### src/rtl/button_event_pkg.sv
// Shared definitions for button_event_gen and its event consumers.
// Optional auto-repeat feature is selected in button_event_gen with BTN_AUTOREPEAT_EN.
package button_event_pkg;

    localparam int STATE_W = 2;

    typedef enum logic [STATE_W-1:0] {
        ST_IDLE = 2'd0,
        ST_HOLD = 2'd1,
        ST_LONG = 2'd2
    } state_e;

    // Bit positions when the event pulses are packed into one vector downstream.
    localparam int EVT_PRESS   = 0;
    localparam int EVT_RELEASE = 1;
    localparam int EVT_LONG    = 2;
    localparam int EVT_REPEAT  = 3;
    localparam int EVT_W       = 4;

endpackage

### src/rtl/button_event_gen_tick_prescaler.sv
// Restartable divide-by-TICK_DIV tick generator.
// tick is high for one cycle when the counter wraps from TICK_DIV-1 to 0
// while enabled; clr restarts the count at 0 and masks the tick.
module tick_prescaler #(
    parameter int TICK_DIV = 1000
) (
    input  logic clk,
    input  logic rst_n,
    input  logic clr,
    input  logic en,
    output logic tick
);

    localparam int PW = (TICK_DIV > 1) ? $clog2(TICK_DIV) : 1;

    logic [PW-1:0] r_cnt;
    logic          w_wrap;

    assign w_wrap = (r_cnt == PW'(TICK_DIV - 1));
    assign tick   = en && w_wrap && !clr;

    // Prescale counter: restart on clr, count 0..TICK_DIV-1 while enabled.
    always_ff @(posedge clk or negedge rst_n) begin
        if (!rst_n) begin
            r_cnt <= '0;
        end else if (clr) begin
            r_cnt <= '0;
        end else if (en) begin
            r_cnt <= w_wrap ? '0 : (r_cnt + PW'(1));
        end else begin
            r_cnt <= r_cnt;
        end
    end

endmodule

### src/rtl/button_event_gen.sv
// Button event generator: turns a debounced, clk-synchronous button level into
// one-shot press / release / long-press / auto-repeat pulses plus a held level.
// Define BTN_AUTOREPEAT_EN to enable repeat_o; otherwise repeat_o is tied 0 and
// LONG is terminal until release.
module button_event_gen
    import button_event_pkg::*;
#(
    parameter int ACTIVE_LEVEL = 1,
    parameter int TICK_DIV     = 1000,
    parameter int LONG_TICKS   = 500,
    parameter int REPEAT_TICKS = 100,
    parameter int CNT_W        = 16
) (
    input  logic clk,
    input  logic rst_n,
    input  logic btn_in,
    output logic press_o,
    output logic release_o,
    output logic long_o,
    output logic repeat_o,
    output logic held_o
);

    localparam int MAX_TICKS = (LONG_TICKS > REPEAT_TICKS) ? LONG_TICKS : REPEAT_TICKS;

    if (TICK_DIV < 2) begin : g_bad_div
        $error("button_event_gen: TICK_DIV must be >= 2");
    end
    if (CNT_W < $clog2(MAX_TICKS + 1)) begin : g_bad_cnt_w
        $error("button_event_gen: CNT_W too narrow for LONG_TICKS/REPEAT_TICKS");
    end

    // Saturating increment: the hold counter must never wrap back to 0.
    function automatic logic [CNT_W-1:0] sat_inc(input logic [CNT_W-1:0] v);
        sat_inc = (&v) ? v : (v + CNT_W'(1));
    endfunction

    state_e             r_state;
    state_e             w_state_nxt;
    logic               r_prev_lvl;
    logic [CNT_W-1:0]   r_hold_cnt;
    logic [CNT_W-1:0]   w_hold_nxt;
    logic [CNT_W-1:0]   w_hold_inc;
    logic               r_press;
    logic               r_release;
    logic               r_long;
    logic               r_repeat;
    logic               r_held;
    logic               w_press_nxt;
    logic               w_release_nxt;
    logic               w_long_nxt;
    logic               w_repeat_nxt;
    logic               w_presc_clr;
    logic               w_presc_en;
    logic               w_tick;
    logic               w_pressed;
    logic               w_rise;
    logic               w_fall;

    assign w_pressed  = (btn_in == 1'(ACTIVE_LEVEL));
    assign w_rise     = w_pressed && !r_prev_lvl;
    assign w_fall     = !w_pressed && r_prev_lvl;
    assign w_hold_inc = sat_inc(r_hold_cnt);
    assign w_presc_en = (r_state != ST_IDLE);

    tick_prescaler #(
        .TICK_DIV (TICK_DIV)
    ) u_tick_prescaler (
        .clk   (clk),
        .rst_n (rst_n),
        .clr   (w_presc_clr),
        .en    (w_presc_en),
        .tick  (w_tick)
    );

    // Next-state, hold-counter and event decode; release has priority over thresholds.
    always_comb begin
        w_state_nxt   = r_state;
        w_hold_nxt    = r_hold_cnt;
        w_press_nxt   = 1'b0;
        w_release_nxt = 1'b0;
        w_long_nxt    = 1'b0;
        w_repeat_nxt  = 1'b0;
        w_presc_clr   = 1'b0;
        case (r_state)
            ST_IDLE: begin
                if (w_rise) begin
                    w_state_nxt = ST_HOLD;
                    w_press_nxt = 1'b1;
                    w_hold_nxt  = '0;
                    w_presc_clr = 1'b1;
                end else begin
                    w_hold_nxt  = '0;
                end
            end
            ST_HOLD: begin
                if (w_fall) begin
                    w_state_nxt   = ST_IDLE;
                    w_release_nxt = 1'b1;
                    w_hold_nxt    = '0;
                    w_presc_clr   = 1'b1;
                end else if (w_tick) begin
                    if (w_hold_inc >= CNT_W'(LONG_TICKS)) begin
                        w_state_nxt = ST_LONG;
                        w_long_nxt  = 1'b1;
                        w_hold_nxt  = '0;
                    end else begin
                        w_hold_nxt  = w_hold_inc;
                    end
                end else begin
                    w_hold_nxt = r_hold_cnt;
                end
            end
            ST_LONG: begin
                if (w_fall) begin
                    w_state_nxt   = ST_IDLE;
                    w_release_nxt = 1'b1;
                    w_hold_nxt    = '0;
                    w_presc_clr   = 1'b1;
                end else if (w_tick) begin
`ifdef BTN_AUTOREPEAT_EN
                    if (w_hold_inc >= CNT_W'(REPEAT_TICKS)) begin
                        w_repeat_nxt = 1'b1;
                        w_hold_nxt   = '0;
                    end else begin
                        w_hold_nxt   = w_hold_inc;
                    end
`else
                    w_hold_nxt = w_hold_inc;
`endif
                end else begin
                    w_hold_nxt = r_hold_cnt;
                end
            end
            default: begin
                w_state_nxt = ST_IDLE;
                w_hold_nxt  = '0;
                w_presc_clr = 1'b1;
            end
        endcase
    end

    // State, edge-detect history, hold counter and registered outputs.
    always_ff @(posedge clk or negedge rst_n) begin
        if (!rst_n) begin
            r_state    <= ST_IDLE;
            r_prev_lvl <= 1'b0;
            r_hold_cnt <= '0;
            r_press    <= 1'b0;
            r_release  <= 1'b0;
            r_long     <= 1'b0;
            r_repeat   <= 1'b0;
            r_held     <= 1'b0;
        end else begin
            r_state    <= w_state_nxt;
            r_prev_lvl <= w_pressed;
            r_hold_cnt <= w_hold_nxt;
            r_press    <= w_press_nxt;
            r_release  <= w_release_nxt;
            r_long     <= w_long_nxt;
            r_repeat   <= w_repeat_nxt;
            r_held     <= (w_state_nxt != ST_IDLE);
        end
    end

    assign press_o   = r_press;
    assign release_o = r_release;
    assign long_o    = r_long;
    assign repeat_o  = r_repeat;
    assign held_o    = r_held;

endmodule

### config.mk
export PLATFORM = sky130hd
export DESIGN_NAME = button_event_gen
export DESIGN_NICKNAME = d
export VERILOG_FILES = /design/src/rtl/button_event_pkg.sv /design/src/rtl/button_event_gen_tick_prescaler.sv /design/src/rtl/button_event_gen.sv
export SDC_FILE = /design/constraint.sdc
export NUM_CORES = 1
export LEC_CHECK = 0
export ABC_AREA = 1
export CORE_MARGIN = 5
export CORE_UTILIZATION = 48
export CTS_BUF_LIST = sky130_fd_sc_hd__clkbuf_2 sky130_fd_sc_hd__clkbuf_4 sky130_fd_sc_hd__clkbuf_8
export DETAILED_ROUTE_END_ITERATION = 7
export PLACE_DENSITY_LB_ADDON = 0.2
export SYNTH_ARGS = -nofsm -noshare
export SYNTH_HDL_FRONTEND = slang
export SYNTH_SLANG_ARGS = --single-unit
### constraint.sdc
create_clock -name clk -period 2.4 [get_ports clk]
set_input_delay 0.48 -clock clk [delete_from_list [all_inputs] [get_ports clk]]
set_output_delay 0.48 -clock clk [all_outputs]
set_load 0.01 [all_outputs]
==> impl_metrics.csv, run 1 <==
group,metric,value,unit
clock_network,cts_setup_buffers,0,
die,core_area,4350,µm²
yosys,ys_async_sr_fraction,100,%
route,vias,1933,
yosys,netlist_instances,304,
yosys,syn-cell-area,2150,µm²
die,die_w,77.0,µm
placed_design,placed_cells,368,
route,top_layer_used,"met4",
route,wl,4.62,mm
timing,finalHoldViolCount,0,
route,drtIter0Drc,143,
global_routing,antenna_found_initial,0,
timing,fmaxAchievable,472,MHz
die,dieArea,5930,µm²
route,dr.pass1.iters,4,
die,initial_core_util,49.5,%
critical_path,crit_top_cell,"nand2_1",
critical_path,cp-startpoint,"r_hold_cnt[1]$_DFFE_PN0P_",
placed_design,portBuffers,6,
clock_network,cts.path.max_buffers,2,
clock_network,holdBufCountCts,0,
route,drc_errors,0,
critical_path,slowest_stage,"dfrtp_1",
critical_path,slowest_delay,0.42,ns
route,ant_nets,0,
finish,num-fill-cells,426,
clock_network,cts-root-buf,"clkbuf_8",
global_routing,grt-ovfl-total,0,
finish,layout.cells.most_common,"nand2_1",
route,wl_met3,181,µm
critical_path,worstPathMaxFanout,14,
timing,timing.final.max_slew_violations,0,
finish,diodes,0,
clock_network,htree_levels,2,
route,wl_met2,2.23,mm
die,die_h,77.0,µm
global_routing,grt_max_degree,34,
yosys,yosysWarningCount,0,
clock_network,cts_tree,"done",
critical_path,path_delay_family,"simple AND/OR/NAND/NOR gates",
placed_design,hpwl,3.44,mm
timing,min_period,2.12,ns
critical_path,cp-start-kind,"flop",
critical_path,worstSetupPathDepth,14,
job,cap_violations,0,
outcome,status,"finished, final reports clean",
global_routing,grt_pass1_wl,8.11,mm
power_and_ir_drop,irDropWorstVdd,0.419,mV
critical_path,path_class,"reg2reg",
power_and_ir_drop,p_per_area,634,nW/µm²
yosys,synth_top_cell_by_area,"dfrtp_1",
yosys,synthDistinctLibCells,33,
critical_path,cp-end-kind,"flop",
timing,tns,0,ns
die,pin_count,8,
finish,area_growth,12.0,%
route,wl_met1,2.14,mm
critical_path,cp_cell_sequence,"ha_1, nand2_1, nor2_2, nand2_2, inv_2, nand2_4, nand2_1, nand2_1, nor2_1, nand2_1, nand4_2, nand2_2, nand2_1, o21ai_0",
hold_path,hold_path_startpoint,"u_tick_prescaler.r_cnt[0]$_DFFE_PN0P_",
yosys,yosys_most_used_dff,"dfrtp_1",
yosys,synth-edff-count,0,
timing,fin_worst_skew,0.00751,ns
critical_path,critical_path_buf_inv_count,1,
critical_path,cp-endpoint,"r_hold_cnt[13]$_DFFE_PN0P_",
critical_path,worstPathArrival,2.28,ns
yosys,synthTopCellsByArea,"dfrtp_1 38%, nand2_1 16%, inv_1 7.3%",
finish,layout_common_cells,"89 x nand2_1, 42 x inv_1, 33 x dfrtp_1",
finish,fin_nets,332,
clock_network,cts.sinks,33,
yosys,synth_seq_area_share,38.3,%
route,vias_per_cell,5.14,
timing,fin_crit_sh,88.3,%
route,wl_per_cell,12.3,µm
clock_network,cts.clk_slew.worst_paths,0.07,ns
yosys,syn_nets,313,
critical_path,rr_worst_depth,14,
power_and_ir_drop,leakagePower,1.23,nW
critical_path,ff2ff_setup_slack,0.28,ns
critical_path,worstReg2RegStart,"r_hold_cnt[1]$_DFFE_PN0P_",
clock_network,clock_latency,0.29,ns
finish,stdcell_count,376,
critical_path,crit_required,2.56,ns
global_routing,grt_pass1_vias,1816,
timing,finalSetupViolCount,0,
timing,grt_setup_unrepaired,"no",
critical_path,timing.rr.end,"r_hold_cnt[13]$_DFFE_PN0P_",
yosys,ys_ff_latch,33,
timing,whs,0.509,ns
global_routing,track_usage,16.8,%
yosys,avgSynthCellArea,7.08,µm²
clock_network,post_cts_resize_count,0,
yosys,synth_top_area_share,38.3,%
die,row_count,24,
finish,drive_gt1_share,12.7,%
placed_design,gp_congestion,0.875,
clock_network,cts-buffers-inserted,5,
hold_path,min_path_type,"reg2reg",
state kept, by name (all words and copies together), names as in the netlist:
register                flops
long_o                      1
press_o                     1
u_tick_prescaler.r_cnt     10
r_prev_lvl                  1
release_o                   1
r_state                     2
held_o                      1
r_hold_cnt                 16
cell usage after synthesis (2+ instances only):
cell type  count
nor3_1         4
inv_1         42
o21ai_1        2
nand4_1        6
o21bai_1       2
o21ai_0       14
nor2_2         4
ha_1           6
nor3_2         2
dfrtp_1       33
nor2_4         3
nand3_1       30
nor2_1        24
buf_2          2
inv_2          3
clkinv_1       2
a21oi_1       10
nand2_2        6
xor2_1         5
nand2_1       89
nand3_2        2
xnor2_1        2
metal layers:
metal | vias to the layer above | global-route usage [%]
met3 | 6 | 3.51
met4 | 0 | 5.84
met1 | 894 | 21.0
li1 | 1001 | -
met5 | - | 0
met2 | 32 | 28.6
worst min-delay path by stage:
| stage | slack [ns] | cells after the start | to |
|---|---|---|---|
| 6_report | 0.51 | 1 | u_tick_prescaler.r_cnt[0]$_DFFE_PN0P_ |
| 5_1_grt | 0.55 | 1 | u_tick_prescaler.r_cnt[0]$_DFFE_PN0P_ |
| 4_1_cts | 0.52 | 2 | u_tick_prescaler.r_cnt[9]$_DFFE_PN0P_ |
| 3_5_place_dp | 0.49 | 2 | u_tick_prescaler.r_cnt[9]$_DFFE_PN0P_ |
| 3_3_place_gp | 0.49 | 2 | u_tick_prescaler.r_cnt[9]$_DFFE_PN0P_ |
| 2_1_floorplan | 0.18 | 0 | held_o$_DFF_PN0_ |
logic make-up (layout without fill, tap and decap cells):
group / Yosys count / after routing / synth area share (%)
buffers and inverters: 51 / 71 / 9.53
other: 1 / 1 / 0.174
DFF: 33 / 33 / 38.3
and+or+nand+nor: 174 / 174 / 37.4
adders and majority gates: 6 / 6 / 3.49
xor gates and xnor gates: 7 / 7 / 2.85
AOI/OAI and AO/OA: 32 / 32 / 8.19
cell type report:
cell class | count | area (µm²) | share of cell area, %
flip-flops and latches | 33 | 826 | 34.3
well taps | 52 | 65.1 | 2.70
clock inverters | 2 | 10.0 | 0.415
repair buffers | 16 | 135 | 5.60
clock buffers | 6 | 76.3 | 3.17
multi-input cells | 220 | 1120 | 46.5
inverters | 47 | 176 | 7.32
per-stage QoR:
step / util [%] / total power [mW] / cell area [µm²] / setup WS [ns]
after detailed placement: 53.4 / 1.13 / 2320 / 0.0531
after global routing: 55.4 / 1.64 / 2410 / 0.0647
final: 55.4 / 1.53 / 2410 / 0.281
after floorplan: - / 0.951 / 2150 / 0.453
after CTS: 55.4 / 1.56 / 2410 / 0.264
after global placement: 53.4 / 1.12 / 2320 / 0.0993
power by group:
part	switching [mW]	internal (mW)
sequential	0.0330	0.605
clock	0.207	0.212
combinational	0.307	0.163
Power figures use the tool's default switching activity.
==> run 2, diff against run 1 <==
--- a/config.mk
+++ b/config.mk
@@ -6,6 +6,7 @@
 export NUM_CORES = 1
 export LEC_CHECK = 0
 export ABC_AREA = 1
+export CORE_ASPECT_RATIO = 1.25
 export CORE_MARGIN = 5
 export CORE_UTILIZATION = 48
 export CTS_BUF_LIST = sky130_fd_sc_hd__clkbuf_2 sky130_fd_sc_hd__clkbuf_4 sky130_fd_sc_hd__clkbuf_8
==> run 2 against run 1 <==
Combinational power rose by 3%; first-iteration DRC count is 38% lower; sequential share of layout area decreased by 0.053 points; total power is 2.0% higher; register-to-register slack about the same; clock skew decreased by 0.0023 ns; flip-flop and latch count unchanged; critical endpoint is now held_o$_DFF_PN0_.
==> impl_metrics.csv, run 2 (same netlist as run 1, synthesis figures left out) <==
group,metric,value,unit
outcome,status,"finished, final reports clean",
route,vias_per_cell,5.02,
placed_design,placed_cells,373,
die,initial_core_util,49.0,%
route,dr.pass1.iters,4,
timing,min_period,2.10,ns
global_routing,grt_pass1_vias,1918,
die,core_area,4390,µm²
finish,layout_common_cells,"89 x nand2_1, 42 x inv_1, 33 x dfrtp_1",
finish,largest_reg_flops,16,
timing,worst_pin_slew,0.770,ns
critical_path,path_delay_family,"simple AND/OR/NAND/NOR gates",
route,drtIter0Drc,88,
route,wl,4.76,mm
route,wl_per_cell,12.5,µm
power_and_ir_drop,irDropWorstVdd,0.467,mV
finish,diodes,0,
finish,top_register,"r_hold_cnt",
critical_path,worstPathArrival,2.28,ns
power_and_ir_drop,leakagePower,1.22,nW
timing,finalSetupViolCount,0,
critical_path,slowest_delay,0.43,ns
placed_design,gp_congestion,0.866,
power_and_ir_drop,p_per_area,645,nW/µm²
clock_network,cts.clk_slew.worst_paths,0.07,ns
finish,area_growth,12.1,%
timing,finalHoldViolCount,0,
route,vias,1906,
placed_design,post-place-ws,0.130,ns
timing,timing.final.max_slew_violations,0,
timing,fmaxAchievable,475,MHz
clock_network,htree_levels,2,
timing,maxSlewHeadroom,48.7,%
die,die_w,69.9,µm
critical_path,ff2ff_setup_slack,0.30,ns
route,drc_errors,0,
finish,fin_nets,331,
critical_path,timing.rr.end,"held_o$_DFF_PN0_",
die,die_h,84.9,µm
timing,fin_ws,0.296,ns
global_routing,track_usage,17.7,%
finish,layout.cells.most_common,"nand2_1",
die,dieArea,5930,µm²
power_and_ir_drop,power,1.56,mW
clock_network,cts-root-buf,"clkbuf_8",
hold_path,min_path_type,"in2async",
timing,grt_setup_unrepaired,"no",
global_routing,grt_max_degree,34,
critical_path,worstReg2RegStart,"r_hold_cnt[1]$_DFFE_PN0P_",
clock_network,cts.sinks,33,
job,cap_violations,0,
route,ant_nets,0,
clock_network,holdBufCountCts,0,
global_routing,antenna_found_initial,0,
clock_network,cts-buffers-inserted,5,
critical_path,worstPathMaxFanout,15,
finish,stdcell_count,380,
critical_path,path_class,"reg2reg",
critical_path,slowest_stage,"dfrtp_1",
clock_network,clock_latency,0.28,ns
placed_design,portBuffers,6,
critical_path,cp_cell_sequence,"ha_1, nand2_1, nor2_2, nand2_2, inv_2, nand2_4, buf_4, nand2_1, nor2_1, nand3_1, nand3_1, nand2_1, nand2_1, nand2_1",
clock_network,post_cts_resize_count,0,
clock_network,cts_tree,"done",
timing,fin_worst_skew,0.00523,ns
placed_design,hpwl,3.54,mm
global_routing,grt_pass1_wl,8.55,mm
critical_path,critical_path_buf_inv_count,2,
critical_path,crit_top_cell,"nand2_1",
timing,fin_crit_sh,87.7,%
critical_path,crit_required,2.58,ns
finish,reg.largest.list,"r_hold_cnt x16, u_tick_prescaler.r_cnt x10, r_state x2",
critical_path,cp-start-kind,"flop",
critical_path,rr_worst_depth,14,
timing,tns,0,ns
die,row_count,27,
clock_network,cts.path.max_buffers,2,
critical_path,cp-end-kind,"flop",
clock_network,cts_setup_buffers,0,
die,pin_count,8,
finish,drive_gt1_share,12.4,%
global_routing,grt-ovfl-total,0,
run 2: area by class of cell:
cell class / instances / area [µm²]
clock inverters: 1 / 7.51
repair buffers: 15 / 123
clock buffers: 6 / 82.6
inverters: 47 / 176
flip-flops and latches: 33 / 826
fillers: 453 / 1980
multi-input cells: 220 / 1130
well taps: 58 / 72.6
run 2: metal layers:
metal,track usage [%],up-vias,part of all wire (%)
met4,6.97,0,0.74
met3,4.27,4,3.3
met1,21.2,879,44
met2,30.4,26,51
li1,-,997,-
met5,0,-,0
run 2: per-stage QoR:
| stage | util (%) | hold slack [ns] | instance area, µm² |
|---|---|---|---|
| 2_1_floorplan | - | 0.184 | 2150 |
| 3_3_place_gp | 52.8 | 0.497 | 2320 |
| 5_1_grt | 55.0 | 0.315 | 2410 |
| 6_report | 55.0 | 0.270 | 2410 |
| 4_1_cts | 54.9 | 0.286 | 2410 |
| 3_5_place_dp | 52.8 | 0.505 | 2320 |
run 2: how the worst max path moves through the flow:
stage                               from                    endpoint  slack [ns]  cells past startpoint
2_1_floorplan  r_hold_cnt[0]$_DFFE_PN0P_   r_hold_cnt[0]$_DFFE_PN0P_        0.45                     14
3_3_place_gp                      btn_in   r_hold_cnt[1]$_DFFE_PN0P_        0.18                     11
3_5_place_dp                      btn_in   r_hold_cnt[4]$_DFFE_PN0P_        0.13                     11
4_1_cts        r_hold_cnt[1]$_DFFE_PN0P_  r_hold_cnt[14]$_DFFE_PN0P_        0.21                     14
5_1_grt        r_hold_cnt[1]$_DFFE_PN0P_            held_o$_DFF_PN0_        0.01                     14
6_report       r_hold_cnt[1]$_DFFE_PN0P_            held_o$_DFF_PN0_        0.30                     14
run 2: power by group:
| part | switching (mW) | internal, mW | total (mW) |
|---|---|---|---|
| Clock | 0.209 | 0.227 | 0.435 |
| Combinational | 0.311 | 0.173 | 0.483 |
| Sequential | 0.0338 | 0.605 | 0.639 |
| Total | 0.553 | 1.00 | 1.56 |
==> run 3, diff against run 2 <==
--- a/config.mk
+++ b/config.mk
@@ -7,9 +7,8 @@
 export LEC_CHECK = 0
 export ABC_AREA = 1
 export CORE_ASPECT_RATIO = 1.25
-export CORE_MARGIN = 5
 export CORE_UTILIZATION = 48
-export CTS_BUF_LIST = sky130_fd_sc_hd__clkbuf_2 sky130_fd_sc_hd__clkbuf_4 sky130_fd_sc_hd__clkbuf_8
+export CTS_BUF_LIST = sky130_fd_sc_hd__clkbuf_8
 export DETAILED_ROUTE_END_ITERATION = 7
 export PLACE_DENSITY_LB_ADDON = 0.2
 export SYNTH_ARGS = -nofsm -noshare
==> run 3 against run 2 <==
Setup slack gained 0.018 ns; hold slack improved by 0.24 ns; clock-buffer cell count is 1 lower; critical path type unchanged; flip-flop and latch count unchanged; first-iteration DRC count down 14%; total power down 2.2%; register-to-register slack gained 0.02 ns; die area shrank 20%; highest routed layer unchanged; via count increased by 0.47%; sequential share of layout area up 0.071 points; largest cell class unchanged; critical endpoint is now r_hold_cnt[11]$_DFFE_PN0P_; critical path depth decreased by 1; largest power group unchanged; core utilization rose by 2.4 points.
==> impl_metrics.csv, run 3 (same netlist as run 1, synthesis figures left out) <==
group,metric,value,unit
timing,finalHoldViolCount,0,
finish,top_register,"r_hold_cnt",
critical_path,crit_required,2.60,ns
critical_path,worstPathMaxFanout,14,
critical_path,rr_worst_depth,13,
route,wl_per_cell,12.3,µm
critical_path,cp_cell_sequence,"ha_1, nand2_1, nor2_2, nand2_2, inv_2, nand2_4, buf_4, nand3_1, nor2_1, nand4_2, nand2_4, nand2_1, o21ai_0",
route,drtIter0Drc,76,
global_routing,track_usage,23.3,%
route,vias_per_cell,5.05,
clock_network,cts.sinks,33,
timing,finalSetupViolCount,0,
global_routing,grt_pass1_vias,1932,
timing,fin_ws,0.313,ns
finish,reg.largest.list,"r_hold_cnt x16, u_tick_prescaler.r_cnt x10, r_state x2",
global_routing,grt_max_degree,34,
route,dr.pass1.iters,4,
die,dieArea,4760,µm²
timing,min_period,2.09,ns
route,drc_errors,0,
power_and_ir_drop,p_per_area,632,nW/µm²
finish,fin_nets,331,
critical_path,slowest_delay,0.42,ns
finish,layout.cells.most_common,"nand2_1",
timing,fin_crit_sh,86.9,%
placed_design,post-place-ws,0.116,ns
clock_network,cts.clk_slew.worst_paths,0.07,ns
critical_path,slowest_stage,"dfrtp_1",
clock_network,cts_tree,"done",
clock_network,holdBufCountCts,0,
finish,num-fill-cells,389,
hold_path,min_path_type,"reg2reg",
critical_path,worstPathArrival,2.29,ns
route,wl,4.66,mm
global_routing,grt_pass1_wl,8.37,mm
critical_path,path_class,"reg2reg",
placed_design,hpwl,3.41,mm
finish,largest_reg_flops,16,
route,ant_nets,0,
power_and_ir_drop,leakagePower,1.23,nW
finish,multiInputGateArea,1130,µm²
global_routing,antenna_found_initial,0,
die,pin_count,8,
placed_design,portBuffers,6,
timing,fin_worst_skew,0.00579,ns
finish,register_area,826,µm²
die,die_h,76.9,µm
finish,layout_common_cells,"89 x nand2_1, 43 x inv_1, 33 x dfrtp_1",
finish,drive_gt1_share,12.1,%
timing,grt_setup_unrepaired,"no",
timing,tns,0,ns
clock_network,htree_levels,2,
clock_network,cts-buffers-inserted,5,
global_routing,grt-ovfl-total,0,
die,row_count,26,
clock_network,cts-root-buf,"clkbuf_8",
finish,area_growth,11.9,%
hold_path,hold_depth,2,
die,initial_core_util,51.3,%
clock_network,clock_latency,0.29,ns
power_and_ir_drop,irDropWorstVdd,0.423,mV
critical_path,cp-end-kind,"flop",
clock_network,cts.path.max_buffers,2,
timing,timing.final.max_slew_violations,0,
die,die_w,61.9,µm
timing,fmaxAchievable,479,MHz
critical_path,cp-start-kind,"flop",
outcome,status,"finished, final reports clean",
finish,diodes,0,
job,cap_violations,0,
die,core_area,4200,µm²
route,vias,1915,
placed_design,gp_congestion,0.889,
## run 3: metal layers
metal  global-route usage, %  wire [µm]  up-vias
met3                    4.05        159       11
met1                    30.3       2160      870
met5                       0          0        -
met2                    37.7       2240       32
met4                    8.67         97        0
li1                        -          -     1002
## run 3: stage by stage
stage | util [%] | hold WS [ns] | cells | area, µm² | power, mW
6_report | 57.4 | 0.511 | 379 | 2410 | 1.52
3_3_place_gp | 55.3 | 0.497 | 371 | 2320 | 1.12
3_5_place_dp | 55.3 | 0.493 | 371 | 2320 | 1.12
2_1_floorplan | - | 0.184 | 304 | 2150 | 0.951
4_1_cts | 57.3 | 0.514 | 379 | 2400 | 1.53
5_1_grt | 57.4 | 0.528 | 379 | 2410 | 1.62
## run 3: worst paths after layout
check                                                   endpoint                                   from  slack (ns)
max                                   r_hold_cnt[11]$_DFFE_PN0P_              r_hold_cnt[1]$_DFFE_PN0P_        0.31
min in group asynchronous              r_hold_cnt[0]$_DFFE_PN0P_                                  rst_n        0.60
max in group asynchronous  u_tick_prescaler.r_cnt[0]$_DFFE_PN0P_                                  rst_n        1.49
max reg2reg                           r_hold_cnt[11]$_DFFE_PN0P_              r_hold_cnt[1]$_DFFE_PN0P_        0.31
min                        u_tick_prescaler.r_cnt[9]$_DFFE_PN0P_  u_tick_prescaler.r_cnt[9]$_DFFE_PN0P_        0.51
min reg2reg                u_tick_prescaler.r_cnt[9]$_DFFE_PN0P_  u_tick_prescaler.r_cnt[9]$_DFFE_PN0P_        0.51
## run 3: what timing repair did
| item | CTS | global route |
|---|---|---|
| setup endpoints to repair | 0 | 1 |
| setup buffers | 0 | 0 |
| resized for setup | 0 | 1 |
## run 3: worst max-delay path: cells and delay by family, from the launching register on
kind,cells,cell delay [ns]
and+or+nand+nor,9,1.03
DFF,1,0.42
buffers and inverters,2,0.24
adders and majority gates,1,0.21
AOI/OAI and AO/OA,1,0.09
## run 3: area by class of cell
cell class                 count  share of cell area [%]
inverter                      47                    7.32
tap                           56                    2.91
clock buffer                   5                    2.86
sequential                    33                    34.3
clock inverter                 3                   0.571
timing repair buffer          15                    5.30
multi-input combinational    220                    46.8
## run 3: where the power goes
group,switching (mW),internal [mW]
Sequential,0.0334,0.605
Clock,0.214,0.197
Combinational,0.309,0.165
